==> src/rtl/riscv_dmem_bridge.sv <==
// Purpose: turns the riscv_cpu level-held data-memory request into a registered
//          bus_req/bus_ack handshake toward RAM or MMIO, stalling the core until
//          the access retires and faulting misaligned, conflicting or timed-out accesses.
// Ports:   clk/reset (sync, active-high); cpu_* = core side (addr, wdata,
//          mem_write, mem_read in; rdata, stall, fault out); bus_* = memory side
//          (req, write, addr, wdata, mmio out; ack, rdata in).
// Latency: 3 cycles minimum (IDLE -> WAIT with ack -> DONE); back-to-back
//          requests are accepted the cycle after DONE.
module riscv_dmem_bridge #(
  parameter int unsigned TIMEOUT_CYCLES = 255,
  parameter logic [31:0] MMIO_BASE      = 32'hFF00_0000
) (
  input  logic        clk,
  input  logic        reset,
  input  logic [31:0] cpu_addr,
  input  logic [31:0] cpu_wdata,
  input  logic        cpu_mem_write,
  input  logic        cpu_mem_read,
  output logic [31:0] cpu_rdata,
  output logic        cpu_stall,
  output logic        cpu_fault,
  output logic        bus_req,
  output logic        bus_write,
  output logic [31:0] bus_addr,
  output logic [31:0] bus_wdata,
  output logic        bus_mmio,
  input  logic        bus_ack,
  input  logic [31:0] bus_rdata
);

  typedef enum logic [1:0] {
    S_IDLE  = 2'd0,
    S_WAIT  = 2'd1,
    S_DONE  = 2'd2,
    S_FAULT = 2'd3
  } state_t;

  localparam logic [15:0] CNT_LAST = 16'(TIMEOUT_CYCLES - 1);

  state_t      state;
  state_t      state_nxt;
  logic [15:0] wait_cnt;
  logic        stall_int;
  logic        req_vld;
  logic        req_bad;
  logic        timeout_hit;

  assign req_vld     = cpu_mem_read | cpu_mem_write;
  // A request is rejected without touching the bus if it is not word aligned
  // or asks for a read and a write at the same time.
  assign req_bad     = (cpu_addr[1:0] != 2'b00) | (cpu_mem_read & cpu_mem_write);
  assign timeout_hit = (wait_cnt == CNT_LAST);

  // The core must see no stall while reset is held, regardless of state.
  assign cpu_stall = stall_int & ~reset;

  always_comb begin
    state_nxt = state;
    stall_int = 1'b0;
    case (state)
      S_IDLE: begin
        if (req_vld) begin
          stall_int = 1'b1;
          state_nxt = req_bad ? S_FAULT : S_WAIT;
        end
      end
      S_WAIT: begin
        stall_int = 1'b1;
        // Ack has priority over a timeout landing in the same cycle.
        if (bus_ack) begin
          state_nxt = S_DONE;
        end else if (timeout_hit) begin
          state_nxt = S_FAULT;
        end
      end
      S_DONE:  state_nxt = S_IDLE;
      S_FAULT: state_nxt = S_IDLE;
      default: state_nxt = S_IDLE;
    endcase
  end

  always_ff @(posedge clk) begin
    if (reset) begin
      state     <= S_IDLE;
      wait_cnt  <= '0;
      bus_req   <= 1'b0;
      bus_write <= 1'b0;
      bus_addr  <= '0;
      bus_wdata <= '0;
      bus_mmio  <= 1'b0;
      cpu_rdata <= '0;
      cpu_fault <= 1'b0;
    end else begin
      state <= state_nxt;

      // Counts WAIT cycles already spent; zero on the first WAIT cycle.
      if (state == S_WAIT && state_nxt == S_WAIT) begin
        wait_cnt <= wait_cnt + 16'd1;
      end else begin
        wait_cnt <= '0;
      end

      // bus_req is high exactly while the FSM sits in WAIT.
      bus_req   <= (state_nxt == S_WAIT);
      // The fault pulse coincides with the single FAULT-state cycle.
      cpu_fault <= (state_nxt == S_FAULT);

      // Bus fields are captured once at acceptance and then held, so later
      // changes on the CPU inputs cannot disturb an access in flight.
      if (state == S_IDLE && req_vld && !req_bad) begin
        bus_addr  <= {cpu_addr[31:2], 2'b00};
        bus_wdata <= cpu_wdata;
        bus_write <= cpu_mem_write;
        bus_mmio  <= (cpu_addr >= MMIO_BASE);
      end

      if (state == S_WAIT && bus_ack && !bus_write) begin
        cpu_rdata <= bus_rdata;
      end else if (state == S_FAULT) begin
        cpu_rdata <= '0;
      end
    end
  end

endmodule

==> config.mk <==
export PLATFORM = sky130hd
export DESIGN_NAME = riscv_dmem_bridge
export DESIGN_NICKNAME = d
export VERILOG_FILES = /design/src/rtl/riscv_dmem_bridge.sv
export SDC_FILE = /design/constraint.sdc
export NUM_CORES = 1
export LEC_CHECK = 0
export BUFFER_PORTS_ARGS = -buffer_cell sky130_fd_sc_hd__buf_2
export CELL_PAD_IN_SITES_DETAIL_PLACEMENT = 0
export CELL_PAD_IN_SITES_GLOBAL_PLACEMENT = 1
export CORE_UTILIZATION = 29
export DETAILED_ROUTE_END_ITERATION = 6
export PLACE_DENSITY = 0.86
export SLEW_MARGIN = 20
export SYNTH_ARGS = -nofsm -noshare
export SYNTH_HDL_FRONTEND = slang
export SYNTH_SLANG_ARGS = --single-unit
==> constraint.sdc <==
create_clock -name clk -period 1.8 [get_ports clk]
set_input_delay 0.09 -clock clk [delete_from_list [all_inputs] [get_ports clk]]
set_output_delay 0.09 -clock clk [all_outputs]
set_load 0.01 [all_outputs]
==> impl_metrics.json <==
{
  "status": "complete, no violations",
  "finalHoldViolations": 0,
  "timing.final.max_slew_violations": 0,
  "gr-total-overflow": 0,
  "synth.top_cells.by_area": "dfxtp_1, nand2_1, a21oi_1, a22oi_1, nor2_1",
  "yosysTopAreaCellShare": 0.557,
  "cts_sinks": 116,
  "synth_top_family_by_area": "simple AND/OR/NAND/NOR gates",
  "synth_seq_cells": 116,
  "setup_tns_ps": 0,
  "maxCapViolCount": 0,
  "dieHeight_um": 122,
  "gp_congestion": 0.769,
  "antenna_cells": 0,
  "crit_path_end_kind": "flop",
  "synth_fa_ha_area_frac": 0.00600,
  "synth.mux.area_fraction": 0,
  "ys_types": 31,
  "stdcell_area_um2": 6960,
  "synth_cells": 497,
  "intPower_mw": 5.16,
  "drive_gt1_frac": 0.316,
  "synth-simple-area-share": 0.218,
  "route.final.wire_length_mm": 12.5,
  "cts_tree": "built",
  "clk_pin_slew_ps": 50,
  "clockBufferDepth": 2,
  "drcViolationCount": 0,
  "synthXorXnorAreaFrac": 0.0273,
  "cp-start-kind": "flop",
  "rsz0062_at_grt": "no",
  "fmax_mhz": 602,
  "leakage_nw": 3.02,
  "finalSetupViolations": 0,
  "avgSynthCellArea_um2": 8.39,
  "io_buffers": 199,
  "worstPathArrival_ps": 2000,
  "min_period_ps": 1660,
  "vdd_drop_max_mv": 0.620,
  "swShare": 0.230,
  "finalClockSkew_ps": 3.63,
  "utilization": 0.499,
  "root_buffer": "clkbuf_16",
  "num_vias": 4402,
  "drt_pass1_iterations": 5,
  "ys.flop_type": "dfxtp_1",
  "start_util": 0.299,
  "yosysWarningCount": 0,
  "dp_hpwl_mm": 7.34,
  "pre_cts_ws_ps": 145,
  "synth.largest_area_cell": "dfxtp_1",
  "place_area_um2": 5430,
  "synth_compound_area_frac": 0.152,
  "syn2layout_area_growth_pct": 66.9,
  "antenna_left": 0,
  "pwr-share-seq": 0.405,
  "grt_usage": 0.167,
  "rows": 43,
  "power_mw": 6.69,
  "wl_per_cell_um": 12.8,
  "vias_per_cell": 4.49,
  "ios": 202,
  "grt_max_degree": 94,
  "cts.htree.levels": 4,
  "cts_made_buffers": 17,
  "synth_edf_count": 0,
  "antenna_found_initial": 0,
  "hold_class": "in2reg",
  "critPathKind": "reg2reg",
  "layout_common_cells": "buf_2, nand2_1, dfxtp_1, dlygate4sd3_1, a21oi_1",
  "ys_seq_area_frac": 0.557,
  "switchingPower_mw": 1.54,
  "clk_latency_ps": 410,
  "final_common_cell": "buf_2",
  "period_share": 0.922,
  "power.density_nw_per_um2": 962,
  "cp_max_fo": 5,
  "drt_iter0_drc": 267,
  "final.fill_count": 1287,
  "clkPwrFrac": 0.485,
  "p_comb_frac": 0.110,
  "syn-cell-area_um2": 4170,
  "grt_pass1_wl_mm": 19.3,
  "core_area_um2": 13900,
  "cts_resized": 0,
  "grt_pass1_vias": 4286,
  "dieArea_um2": 14900,
  "nets": 893,
  "timing.final.ws_setup_ps": 140,
  "cp.required_ps": 2140,
  "die_w_um": 122,
  "postSynth.asyncResetShare": 0
}
==> metrics by stage <==
step,hold slack (ps),instances
after floorplan,226,498
after global placement,332,856
after detailed placement,336,856
after CTS,2.17,981
after global routing,6.73,981
final,12.2,981
==> path summary, 6_finish.rpt <==
kind	start	to	slack (ps)	cells after the start
min reg2reg	bus_addr[30]$_SDFFE_PP0P_	bus_addr[30]$_SDFFE_PP0P_	450	2
max	wait_cnt[5]$_SDFF_PP0_	wait_cnt[15]$_SDFF_PP0_	140	4
max reg2reg	wait_cnt[5]$_SDFF_PP0_	wait_cnt[15]$_SDFF_PP0_	140	4
min	reset	bus_wdata[31]$_SDFFE_PP0P_	10	2
==> worst max-delay path, stage by stage, from the launching register on <==
cell and delay [ps]:
dfxtp_1 410, nand4_2 130, or4_4 550, or3_1 380, a21oi_2 130
==> cell usage after synthesis, types with 2 or more instances <==
cell type    n
a22oi_1     32
inv_1        5
nand2_1    134
buf_4        3
nor4_1       2
nor3_1       5
xor2_1       4
clkbuf_1    32
o21ai_0      3
a21oi_1     66
nand3_1      6
nor2_1      54
ha_1         2
nor2b_1      2
xnor2_1      9
dfxtp_1    116
or3_1        5
nand4_1      4
==> cells by family (layout without fill, tap and decap cells) <==
group                      Yosys count  count (layout)
adders and majority gates            2               2
xor gates and xnor gates            13              13
AOI/OAI and AO/OA                  106             106
DFF                                116             116
buffers and inverters               40             343
other                                1               2
and+or+nand+nor                    219             219
==> power by group through the flow <==
stage	registers (mW)	logic [mW]	clock network, mW
floorplan	2.80	0.244	0
global placement	2.76	0.567	0
detailed placement	2.76	0.572	0
CTS	2.71	0.734	3.34
global route	2.72	0.806	3.47
finish	2.71	0.736	3.24
==> metal layers <==
metal / GRT usage / vias up / part of all wire
li1: - / 2234 / -
met1: 0.176 / 1991 / 0.42
met2: 0.296 / 153 / 0.50
met3: 0.0581 / 24 / 0.068
met4: 0.0802 / 0 / 0.020
met5: 0 / - / 0
==> flip-flops by register name, indices dropped and copies added, names as in the netlist <==
signal / count
bus_wdata: 32
bus_addr: 30
bus_req: 1
cpu_fault: 1
cpu_rdata: 32
bus_write: 1
state: 2
wait_cnt: 16
bus_mmio: 1
==> cell type report <==
cell class / instances / area, um2 / area share
Clock buffer: 20 / 467 / 0.0671
Clock inverter: 10 / 108 / 0.0155
Inverter: 5 / 18.8 / 0.00270
Multi-Input combinational cell: 342 / 1710 / 0.246
Sequential cell: 116 / 2320 / 0.334
Tap cell: 180 / 225 / 0.0324
Timing Repair Buffer: 308 / 2100 / 0.302
==> repair_timing <==
action | in CTS | in global routing
hold endpoints to repair | 95 | 0
buffers inserted | 0 | 0
hold buffers | 95 | 0
Note: power is estimated with default switching activity, not from simulation.
